File: src/rtl/npuarc_rtt_pkg_defines.sv
// Shared RTT producer-arbiter definitions:
// producer count, source IDs and FIFO entry layout.
package npuarc_rtt_pkg_defines;

  localparam int NUM_PRDCR = 18;
  localparam int MSG_WDT   = 32;
  localparam int SRC_WDT   = 5;

  localparam logic [SRC_WDT-1:0] RTT_SRC_CORE = '0;

  function automatic logic [SRC_WDT-1:0] rtt_src_swe(
    input int unsigned k
  );
    return SRC_WDT'(k + 1);
  endfunction

  typedef enum logic [1:0] {
    FIFO_EMPTY,
    FIFO_ONE,
    FIFO_FULL
  } fifo_state_e;

  typedef struct packed {
    logic [SRC_WDT-1:0] src;
    logic [MSG_WDT-1:0] msg;
  } fifo_entry_t;

endpackage

File: src/rtl/npuarc_rtt_prdcr_fifo.sv
// Two-entry output FIFO; head entry is a register
// so the consumer sees registered data.
module npuarc_rtt_prdcr_fifo
  import npuarc_rtt_pkg_defines::*;
(
  input  logic        clk,
  input  logic        rst_n,
  input  logic        push,
  input  fifo_entry_t din,
  input  logic        pop,
  output logic        space,
  output logic        valid,
  output fifo_entry_t dout
);

  fifo_state_e state_q, state_d;
  fifo_entry_t head_q, tail_q;
  logic        wr, rd;

  assign space = (state_q != FIFO_FULL);
  assign valid = (state_q != FIFO_EMPTY);
  assign wr    = push & space;
  assign rd    = pop & valid;
  assign dout  = head_q;

  always_ff @(posedge clk or negedge rst_n) begin
    if (!rst_n) state_q <= FIFO_EMPTY;
    else        state_q <= state_d;
  end

  always_comb begin
    state_d = state_q;
    unique case (state_q)
      FIFO_EMPTY: if (wr) state_d = FIFO_ONE;
      FIFO_ONE: begin
        if (wr && !rd)      state_d = FIFO_FULL;
        else if (rd && !wr) state_d = FIFO_EMPTY;
      end
      FIFO_FULL:  if (rd) state_d = FIFO_ONE;
      default:    state_d = FIFO_EMPTY;
    endcase
  end

  always_ff @(posedge clk or negedge rst_n) begin
    if (!rst_n) begin
      head_q <= '0;
      tail_q <= '0;
    end else begin
      unique case (state_q)
        FIFO_EMPTY: if (wr) head_q <= din;
        FIFO_ONE: begin
          if (wr && rd) head_q <= din;
          else if (wr)  tail_q <= din;
        end
        FIFO_FULL: begin
          if (rd) begin
            head_q <= tail_q;
            tail_q <= '0;
          end
        end
        default: ;
      endcase
    end
  end

endmodule

File: src/rtl/npuarc_rtt_prdcr_arb.sv
// Round-robin arbiter serialising RTT producer
// messages into one stream for the message packer.
module npuarc_rtt_prdcr_arb
  import npuarc_rtt_pkg_defines::*;
(
  input  logic                         rtt_clk,
  input  logic                         rst_a,
  input  logic [NUM_PRDCR-1:0]         prdcr_sel,
  input  logic [NUM_PRDCR*MSG_WDT-1:0] prdcr_msg,
  output logic [NUM_PRDCR-1:0]         prdcr_busy,
  output logic                         ored_prdcr_busy,
  output logic                         msg_valid,
  output logic [MSG_WDT-1:0]           msg_data,
  output logic [SRC_WDT-1:0]           msg_src,
  input  logic                         msg_ready,
  input  logic                         stall_clr,
  output logic [15:0]                  stall_cnt
);

  localparam logic [SRC_WDT:0] NUM_W = (SRC_WDT+1)'(NUM_PRDCR);
  localparam logic [SRC_WDT-1:0] LAST = SRC_WDT'(NUM_PRDCR-1);

  logic [SRC_WDT-1:0]   rr_ptr, off, win;
  logic [SRC_WDT:0]     sum;
  logic [NUM_PRDCR-1:0] req_rot, grant;
  logic                 hit, space, push, pop;
  fifo_entry_t          push_ent, head;

  // Rotate so rr_ptr lands on bit 0; lowest set bit is the winner.
  always_comb begin
    req_rot = NUM_PRDCR'({prdcr_sel, prdcr_sel} >> rr_ptr);
    off = '0;
    hit = 1'b0;
    for (int i = NUM_PRDCR-1; i >= 0; i--) begin
      if (req_rot[i]) begin
        off = SRC_WDT'(i);
        hit = 1'b1;
      end
    end
    sum = {1'b0, rr_ptr} + {1'b0, off};
    win = (sum >= NUM_W) ? SRC_WDT'(sum - NUM_W)
                         : SRC_WDT'(sum);
    grant = '0;
    if (rst_a && space && hit)
      grant = NUM_PRDCR'(1) << win;
  end

  always_comb begin
    push_ent     = '0;
    push_ent.src = win;
    for (int i = 0; i < NUM_PRDCR; i++) begin
      if (grant[i])
        push_ent.msg = prdcr_msg[i*MSG_WDT +: MSG_WDT];
    end
  end

  assign push            = |grant;
  assign pop             = msg_valid & msg_ready;
  assign prdcr_busy      = prdcr_sel & ~grant;
  assign ored_prdcr_busy = |prdcr_busy;
  assign msg_data        = head.msg;
  assign msg_src         = head.src;

  always_ff @(posedge rtt_clk or negedge rst_a) begin
    if (!rst_a)    rr_ptr <= '0;
    else if (push) rr_ptr <= (win == LAST) ? '0 : win + 1'b1;
  end

  always_ff @(posedge rtt_clk or negedge rst_a) begin
    if (!rst_a)
      stall_cnt <= '0;
    else if (stall_clr)
      stall_cnt <= '0;
    else if (ored_prdcr_busy && stall_cnt != 16'hFFFF)
      stall_cnt <= stall_cnt + 16'd1;
  end

  npuarc_rtt_prdcr_fifo u_fifo (
    .clk   (rtt_clk),
    .rst_n (rst_a),
    .push  (push),
    .din   (push_ent),
    .pop   (pop),
    .space (space),
    .valid (msg_valid),
    .dout  (head)
  );

endmodule

File: config.mk
export PLATFORM = sky130hd
export DESIGN_NAME = npuarc_rtt_prdcr_arb
export DESIGN_NICKNAME = d
export VERILOG_FILES = /design/src/rtl/npuarc_rtt_pkg_defines.sv /design/src/rtl/npuarc_rtt_prdcr_fifo.sv /design/src/rtl/npuarc_rtt_prdcr_arb.sv
export SDC_FILE = /design/constraint.sdc
export NUM_CORES = 1
export LEC_CHECK = 0
export CELL_PAD_IN_SITES_DETAIL_PLACEMENT = 1
export CELL_PAD_IN_SITES_GLOBAL_PLACEMENT = 2
export CORE_AREA = 3 3 262 264
export DETAILED_ROUTE_END_ITERATION = 16
export DIE_AREA = 0 0 265 267
export PLACE_DENSITY_LB_ADDON = 0.05
export SYNTH_ARGS = -nofsm -noshare
export SYNTH_HDL_FRONTEND = slang
export SYNTH_HIERARCHICAL = 1
export SYNTH_SLANG_ARGS = --single-unit
File: constraint.sdc
create_clock -name rtt_clk -period 13.2 [get_ports rtt_clk]
set_clock_uncertainty 0.1 [all_clocks]
set_input_delay 1.98 -clock rtt_clk [delete_from_list [all_inputs] [get_ports rtt_clk]]
set_output_delay 1.98 -clock rtt_clk [all_outputs]
set_load 0.005 [all_outputs]
* After elaboration in Yosys (flattened, before gate mapping)
Cells that the tools add are included.
** Operators by class
- Multiplexer cells :: 71
- Bitwise gates (word level) :: 5
- Multiply operators :: 0
- Add/sub/neg operators :: 4
- Reduce and logical (&&, ||, !) cells :: 18
- Div/mod/pow operators :: 0
- Order comparisons :: 1
- Equality and inequality tests :: 11
- Shift-type cells :: 2
** Operators by type and width (number)
- 32-bit 2-to-1 mux :: 18
- 37-bit 2-to-1 mux :: 5
- 37-bit one-hot mux with 3 select lines :: 1
- 5-bit 2-to-1 mux :: 20
- 37-bit one-hot mux with 2 select lines :: 1
- 18-bit OR reduction :: 2
- 36-bit by 5-bit >> shifter with 18-bit output :: 1
- 16-bit 2-to-1 mux :: 2
- 18-bit bitwise AND :: 1
- 1-bit 2-to-1 mux :: 18
- 18-bit 2-to-1 mux :: 1
- 18-bit NOT :: 1
- 1-bit by 5-bit << shifter with 18-bit output, first input constant :: 1
- 16-bit by 1-bit adder with 16-bit output, second input constant :: 1
- 16-bit inequality test, second input constant :: 1
- 2-bit 2-to-1 mux :: 4
- 2-bit by 1-bit inequality test with 1-bit output, second input constant :: 4
- 4-bit AND reduction :: 2
- 5-bit by 5-bit adder with 6-bit output :: 1
- 6-bit by 5-bit greater-or-equal comparator with 1-bit output, second input constant :: 1
- 1-bit logical AND :: 6
- 2-bit one-hot mux with 3 select lines :: 1
- 2-bit nonzero test :: 3
- 5-bit by 1-bit adder with 5-bit output, second input constant :: 1
- 11 further kinds :: 15
** Storage, ports and cells
- Bits in writable memories :: 0
- Bits of input ports :: 598
- ROM bits :: 0
- Bits in latches :: 0
- Memories :: 0
- Register bits after elaboration :: 97
- Output and inout port bits :: 73

* Depth between registers and ports, before layout
Gate-level depths: netlist of run 1.
- Depth in word-level cells :: 45
- Gate-level depth with buffers :: 40
- Gate-level depth less buffers :: 35

* Modules after synthesis
The synthesis of run 1 kept the hierarchy.
** By module, submodules not included
- npuarc_rtt_prdcr_arb :: seq. area each 525.5 µm², area each 8757.1 µm², instances 1, cells each 1308
- npuarc_rtt_prdcr_fifo :: seq. area each 1901.8 µm², area each 3465.8 µm², instances 1, cells each 300

* Least setup slack after synthesis of run 1
Ideal clock, no wire load.
- Path kind :: input to output
- Start point :: in prdcr_sel[17]
- End point :: out ored_prdcr_busy
- Data arrival time :: 7.799 ns
- Stages on the path :: 30
- Required time :: 11.120 ns
- Slack :: 3.321 ns
- Path through :: mux2_2 > mux4_2 > a222oi_1 > o311ai_0 > a31oi_1 > o21ba_2 > o21ai_0 > a21oi_1 > nor2_1 > nor2_1 > o22a_1 > o21ai_0 > ha_1 > fa_1 > xor2_1 > or4b_1 > o2111a_1 > nor2_1 > xnor2_1 > inv_1 > ha_1 > inv_1 > a21oi_2 > and3_1 > clkbuf_1 > o211ai_2 > a222oi_1 > nand3_2 > nor2_1 > inv_1
** RTL lines
- start, declared :: line npuarc_rtt_prdcr_arb.sv:8 : input logic [NUM_PRDCR-1:0] prdcr_sel,
- end, declared :: line npuarc_rtt_prdcr_arb.sv:11 : output logic ored_prdcr_busy,

==> results of run 1 <==
cells in the final DEF, fill, tap and decap left out, drive strengths merged, types with 55 or more instances in the layout:
cell,count
dfrtp,97
a221oi,63
o21ai,95
nand2,190
nand3,57
inv,62
nor3,68
a21oi,79
mux2i,55
nor2,127
buf,63
clkdlybuf4s50,668
logic make-up (layout without fill, tap and decap cells):
group / count (synthesis) / after routing / synth area share (%)
AOI/OAI and AO/OA: 650 / 650 / 40.4
xor gates and xnor gates: 4 / 4 / 0.287
adders and majority gates: 15 / 15 / 1.60
buffers and inverters: 196 / 810 / 7.24
DFF: 97 / 97 / 19.9
muxes: 90 / 90 / 9.26
other: 0 / 25 / 0
and+or+nand+nor: 556 / 556 / 21.4
layer usage:
| layer | GRT usage [%] | routed length [microns] | vias to the layer above |
|---|---|---|---|
| met3 | 6.06 | 6420 | 132 |
| met1 | 34.7 | 43300 | 8857 |
| met2 | 57.3 | 59300 | 626 |
| met4 | 9.18 | 3180 | 20 |
| met5 | 0 | 159 | - |
| li1 | - | - | 7588 |
flip-flops by register name, indices dropped and copies added, names as in the netlist:
name,cells
rr_ptr,5
u_fifo/tail_q,37
stall_cnt,16
u_fifo/dout,37
u_fifo/state_q,2
through the flow:
stage | hold slack (ns) | area, sq um | cells
floorplan | 0.387 | 12200 | 1608
global placement | 0.378 | 19900 | 3079
detailed placement | 0.383 | 19900 | 3079
CTS | 0.401 | 20200 | 3095
global route | 0.412 | 20300 | 3112
finish | 0.395 | 20300 | 3120
worst max-delay path, delay by kind of cell:
kind | cells | cell delay [ns]
compound gates | 11 | 2.39
simple gates | 8 | 1.98
buf+inv | 5 | 1.44
mux | 3 | 1.32
fa+ha+maj | 3 | 1.07
xor+xnor | 1 | 0.24
how the worst min path moves through the flow:
stage / to / slack (ns) / depth (start not counted)
2_1_floorplan: u_fifo/dout[10] / 0.39 / 1
3_3_place_gp: u_fifo/dout[27] / 0.38 / 1
3_5_place_dp: u_fifo/dout[4] / 0.38 / 1
4_1_cts: u_fifo/dout[15] / 0.40 / 1
5_1_grt: u_fifo/dout[15] / 0.41 / 1
6_report: u_fifo/dout[15] / 0.40 / 1
area by class of cell:
cell class | instances | area share, %
Antenna cell | 25 | 0.308
Clock buffer | 10 | 1.13
Clock inverter | 6 | 0.351
Inverter | 62 | 1.15
Multi-Input combinational cell | 1315 | 44.4
Sequential cell | 97 | 12.0
Tap cell | 873 | 5.38
Timing Repair Buffer | 732 | 35.3
==> run metrics, run 1 <==
Via density=5.52; hold crit path type=reg -> reg; min-delay src=u_fifo/dout[15]; DR iter-0 viols=1,076; reg2reg path depth=36; CP Launch Type=input pin; Synth top area share=19.9%; Slew Limit Fails=0; DRT Wirelength=112 mm; arrival time worst endpoint=10.44 ns; total negative slack=0 ns; maxcap violations=0; drt pass-1 iters=7; Clk pin slew, worst setup/hold paths=0.08 ns; Synth warnings=6; CP max stage cell=clkdlybuf4s50_1; post-synthesis cell type count=97; crit path kind=in -> out; # setup viols final=0; Final Critical Period=12.52 ns; CP required=11.12 ns; H-tree depth=3; FF+latch count, synth=97; area occupied by multi-input gates=0.00901 sq mm; Mapped Cells=1,608; Layout Utilization=30.4%; Sequential cell area=0.00243 sq mm; Max Clock Freq=0.0799 GHz; most common cell in the netlist=nand2_1; CP Launch Point=prdcr_sel[7]; Post-DRT Antenna Nets=0; port bufs=670; final hold violation count=0; most used cell, CP=nor2_1; Worst Max-Slew Pin Slew=1.11 ns; CTS tree=built; Synth Flop Type=dfrtp_1; PostCTS Resize Cnt=0; count of nets after finishing=2,830; period utilization=94.9%; Post-CTS Setup Bufs=0; Final GP Congestion=0.907; status=finished, final reports clean; worst skew pair latency=0.37 ns; FF-to-FF setup slack=2.61 ns; vias after detailed routing=17,200; EDFF count, synth=0; layout cell share with drive strength beyond 1=7.29%; dominant cell type by area after synthesis=dfrtp_1; syn_area_per_cell=7.60 sq um; gr ovfl total=0; commonest cells in the netlist=190 x nand2_1, 127 x nor2_1, 97 x dfrtp_1; gr usage total=30.5%; Die H=267 microns; Hold-fix buffers, CTS=0; final worst slack=0.680 ns; largest cells by area after synthesis=dfrtp_1 20%, nand2_1 5.8%, mux2i_1 4.5%, a221oi_1 4.1%, nor2_1 3.9%; antenna violations before repair=47; DRC viols=0; clock tree buffer depth=2; Mapped Nets=2,221; Layout fillers=7,888; first-pass GRT wire length=151 mm; vias in the first global route=18,000; Placement Setup Slack=0.340 ns; DIE WIDTH=265 microns; total die area=0.0708 sq mm; terminus of the critical flop-to-flop path=u_fifo/tail_q[12]; Seq/Total Area, Yosys=19.9%; Core Rows=95; Reg2Reg Launch Point=rr_ptr[1]; Async SR Flop Fraction=100%; total CTS buffers=9; Max stage delay on crit path=0.59 ns; DP Wirelength=95.1 mm; RSZ-0062 raised after global routing=no; CTS Sinks=97; largest net degree at the start of global routing=61; Clock Tree Root=clkbuf_16; CP max FO=7; CP endpoint kind=primary output; Layout area overhead=66.1%; core box area=0.0668 sq mm; Starting Density=18.3%; Wirelength per Cell=36.0 microns; IO Pins=671; mapped cell area=0.0122 sq mm; CP endpoint=ored_prdcr_busy; Slew headroom=26.0%
Power of run 1 is not shown: default switching activity piles up to over one toggle a cycle in this logic, so the estimate is an artifact.
==> run 2: changes to the inputs <==
--- a/config.mk
+++ b/config.mk
@@ -10,6 +10,7 @@
 export CORE_AREA = 3 3 262 264
 export DETAILED_ROUTE_END_ITERATION = 16
 export DIE_AREA = 0 0 265 267
+export MAX_ROUTING_LAYER = met4
 export PLACE_DENSITY_LB_ADDON = 0.05
 export SYNTH_ARGS = -nofsm -noshare
 export SYNTH_HDL_FRONTEND = slang
==> run 2 against run 1 <==
Compared with the run above: global-route usage up 1.3 points; critical endpoint unchanged; register-to-register slack worse by 0.47 ns; non-clock buffer count down 5.
==> run metrics, run 2 (synthesized netlist as in run 1, its figures left out) <==
DIE WIDTH=265 microns; DRT Wirelength=113 mm; Fin Hold WS=0.397 ns; Starting Density=18.3%; Core Rows=95; Final Critical Period=12.77 ns; vias after detailed routing=17,300; total die area=0.0708 sq mm; status=finished, final reports clean; FF-to-FF setup slack=2.14 ns; Layout Utilization=30.4%; Max Clock Freq=0.0783 GHz; PostCTS Resize Cnt=0; vias in the first global route=18,200; min-delay src=u_fifo/dout[20]; leading cell types in the layout, fill and taps excluded=669 x clkdlybuf4s50_1, 190 x nand2_1, 124 x nor2_1, 96 x dfrtp_1, 78 x a21oi_1; Reg2Reg Launch Point=rr_ptr[1]; IO Pins=671; terminus of the critical flop-to-flop path=u_fifo/tail_q[13]; Slew Limit Fails=0; CP max FO=7; Hold Crit Endpoint=u_fifo/dout[20]; Layout area overhead=66.0%; CP Launch Type=input pin; CTS Sinks=97; final worst slack=0.434 ns; gr ovfl total=0; core box area=0.0668 sq mm; Hold Crit Depth=1; Hold-fix buffers, CTS=0; crit path kind=in -> out; port bufs=670; Max stage delay on crit path=0.60 ns; CP required=11.12 ns; layout cell share with drive strength beyond 1=7.08%; arrival time worst endpoint=10.69 ns; most used cell, CP=nor2_1; total CTS buffers=9; Via density=5.53; gr usage total=31.8%; first-pass GRT wire length=153 mm; maxcap violations=0; largest net degree at the start of global routing=67; commonest non-fill, non-tap cell in the layout=clkdlybuf4s50_1; count of nets after finishing=2,825; DP Wirelength=95.2 mm; CP max stage cell=clkdlybuf4s50_1; Post-CTS Setup Bufs=0; Wirelength per Cell=36.2 microns; worst skew pair latency=0.38 ns; DR iter-0 viols=1,258; CTS tree=built; CP endpoint kind=primary output; Placement Setup Slack=0.545 ns; Slew headroom=20.6%; reg2reg path depth=35; clock tree buffer depth=2; final hold violation count=0; drt pass-1 iters=5; H-tree depth=3; # setup viols final=0; period utilization=96.7%; antenna violations before repair=47; RSZ-0062 raised after global routing=no; Final GP Congestion=0.915; Worst Max-Slew Pin Slew=1.19 ns; DRC viols=0; Die H=267 microns; hold crit path type=reg -> reg; Clk pin slew, worst setup/hold paths=0.08 ns; Post-DRT Antenna Nets=0; total negative slack=0 ns; Clock Tree Root=clkbuf_16
==> run 2: cell count changes in the layout (fill, tap and decap cells not counted) <==
cell,change
buf_4,-5
clkbuf_8,+1
clkdlybuf4s50_1,+1
clkinv_2,-1
clkinv_4,+1
clkinvlp_4,-1
diode_2,+10
dlymetal6s2s_1,-1
==> run 2: worst max path at each step <==
stage	startpoint	endpoint	slack, ns	depth (start not counted)
5_1_grt	prdcr_sel[17]	ored_prdcr_busy	0.001	31
4_1_cts	prdcr_sel[17]	ored_prdcr_busy	0.47	31
3_3_place_gp	prdcr_sel[17]	ored_prdcr_busy	0.59	31
3_5_place_dp	prdcr_sel[17]	ored_prdcr_busy	0.55	31
2_1_floorplan	prdcr_sel[17]	ored_prdcr_busy	3.32	30
6_report	prdcr_sel[7]	ored_prdcr_busy	0.43	31
==> run 2: layout make-up <==
cell class                 instances  area (sq um)
clock inverter                     5          67.6
clock buffer                      11           243
tap                              873          1090
multi-input combinational       1315          9010
sequential                        97          2430
antenna                           35          87.6
inverter                          62           233
timing repair buffer             727          7130
fill                            7892         46500
==> run 2: routing by layer <==
metal	vias to the layer above	share of wire (%)	track usage, %
li1	7602	-	-
met1	8934	40	35.8
met2	646	52	57.5
met3	107	5.4	5.71
met4	0	3.0	9.10
met5	-	0	-
==> run 2: critical path, delay by kind of cell <==
| kind | cells | cell delay [ns] |
|---|---|---|
| mux | 3 | 1.35 |
| simple gates | 8 | 2.02 |
| xor+xnor | 1 | 0.21 |
| fa+ha+maj | 3 | 1.11 |
| buf+inv | 5 | 1.43 |
| compound gates | 11 | 2.54 |
==> run 2: per-stage QoR <==
stage                     area [sq um]  std cells
after CTS                        20200       3090
after global routing             20300       3122
after global placement           19900       3074
final                            20300       3125
after floorplan                  12200       1608
after detailed placement         19900       3074
Power of run 2 is left out for the same reason.
==> run 3: changes to the inputs <==
==> constraint.sdc (replaced) <==
create_clock -name rtt_clk -period 15.08 [get_ports rtt_clk]
set_clock_uncertainty 0.1 [all_clocks]
set_input_delay 2.262 -clock rtt_clk [delete_from_list [all_inputs] [get_ports rtt_clk]]
set_output_delay 2.262 -clock rtt_clk [all_outputs]
set_load 0.005 [all_outputs]
==> run 3 against run 2 <==
Compared with the run above: critical path depth fell by 1; global-route usage barely moved; non-clock buffer count fell by 6; final cell count fell by 0.29%; cell area fell by 0.36%; via count fell by 0.99%; largest cell class unchanged; worst hold slack got worse by 0.0061 ns; clock-buffer cell count rose by 1.
==> run metrics, run 3 (synthesized netlist as in run 1, its figures left out) <==
status=finished, final reports clean; Starting Density=18.3%; antenna violations before repair=44; Final GP Congestion=0.944; CTS tree=built; gr ovfl total=0; CP required=12.72 ns; CP max stage cell=clkdlybuf4s50_1; port bufs=670; largest net degree at the start of global routing=55; total die area=0.0708 sq mm; CP max FO=25; Clk pin slew, worst setup/hold paths=0.07 ns; DIE WIDTH=265 microns; RSZ-0062 raised after global routing=no; core box area=0.0668 sq mm; Final Critical Period=13.59 ns; DRC viols=0; arrival time worst endpoint=11.23 ns; Die H=267 microns; Via density=5.49; H-tree depth=3; leading cell types in the layout, fill and taps excluded=669 x clkdlybuf4s50_1, 190 x nand2_1, 124 x nor2_1, 96 x dfrtp_1, 78 x a21oi_1; count of nets after finishing=2,819; commonest non-fill, non-tap cell in the layout=clkdlybuf4s50_1; most used cell, CP=nor2_1; Max stage delay on crit path=0.79 ns; reg2reg path depth=38; maxcap violations=0; Layout area overhead=65.4%; vias after detailed routing=17,100; Slew headroom=14.3%; Hold Crit Endpoint=u_fifo/dout[27]; FF-to-FF setup slack=4.43 ns; drt pass-1 iters=5; DP Wirelength=94.7 mm; Reg2Reg Launch Point=rr_ptr[1]; Post-DRT Antenna Nets=0; hold crit path type=reg -> reg; total negative slack=0 ns; Max Clock Freq=0.0736 GHz; crit path kind=in -> out; Post-CTS Setup Bufs=0; total CTS buffers=9; PostCTS Resize Cnt=0; Slew Limit Fails=0; Worst Max-Slew Pin Slew=1.28 ns; final hold violation count=0; Layout fillers=7,851; clock tree buffer depth=2; gr usage total=31.8%; Post-DP Area=0.0199 sq mm; DRT Wirelength=113 mm; Core Rows=95; vias in the first global route=18,300; Clock Tree Root=clkbuf_16; CTS Sinks=97; period utilization=90.1%; layout cell share with drive strength beyond 1=6.83%; DR iter-0 viols=1,081; CP Launch Type=input pin; Hold Crit Depth=1; first-pass GRT wire length=152 mm; Wirelength per Cell=36.3 microns; post-route cell area=0.0202 sq mm; min-delay src=u_fifo/dout[27]; worst skew pair latency=0.37 ns; CP endpoint kind=primary output; # setup viols final=0; Hold-fix buffers, CTS=0; terminus of the critical flop-to-flop path=u_fifo/dout[7]; IO Pins=671
run 3: cell types whose count changed in the layout (fill, tap and decap cells not counted), sizes merged:
cell	delta
bufinv	-1
diode	-3
buf	-6
clkbuf	+1
run 3: worst max-delay path, delay by kind of cell:
kind                       cells  cell delay (ns)
buffers and inverters          4             1.46
xor gates and xnor gates       2             0.82
AOI/OAI and AO/OA             13             3.15
and+or+nand+nor                6             1.38
adders and majority gates      3             1.04
muxes                          2             1.07
run 3: worst max-delay path by stage:
stage,start,end,slack [ns],depth (start not counted)
floorplan,prdcr_sel[17],ored_prdcr_busy,4.64,30
global placement,prdcr_sel[17],ored_prdcr_busy,1.45,29
detailed placement,prdcr_sel[17],ored_prdcr_busy,1.47,30
CTS,prdcr_sel[17],ored_prdcr_busy,1.38,30
global route,prdcr_sel[17],ored_prdcr_busy,0.82,30
finish,prdcr_sel[17],ored_prdcr_busy,1.49,30
run 3: layer usage:
layer	vias up	track usage [%]	wire length [microns]
met5	-	-	0
met4	0	9.45	3780
met3	123	5.85	6280
met2	658	57.9	59100
met1	8755	35.2	43900
li1	7581	-	-
run 3: metrics by stage:
step           std cells  hold WS (ns)  setup slack [ns]  util (%)
2_1_floorplan       1608         0.387              4.64         -
3_3_place_gp        3068         0.377              1.45      29.7
3_5_place_dp        3068         0.380              1.47      29.7
4_1_cts             3084         0.396              1.38      30.1
5_1_grt             3113         0.418             0.822      30.3
6_report            3116         0.391              1.49      30.3
run 3: layout make-up:
type | instances | area (sq um) | share of cell area [%]
multi-input combinational | 1315 | 9010 | 44.6
timing repair buffer | 721 | 7090 | 35.0
sequential | 97 | 2430 | 12.0
tap | 873 | 1090 | 5.40
clock buffer | 12 | 256 | 1.27
inverter | 62 | 233 | 1.15
antenna | 32 | 80.1 | 0.396
clock inverter | 4 | 33.8 | 0.167
Power of run 3 is left out for the same reason.
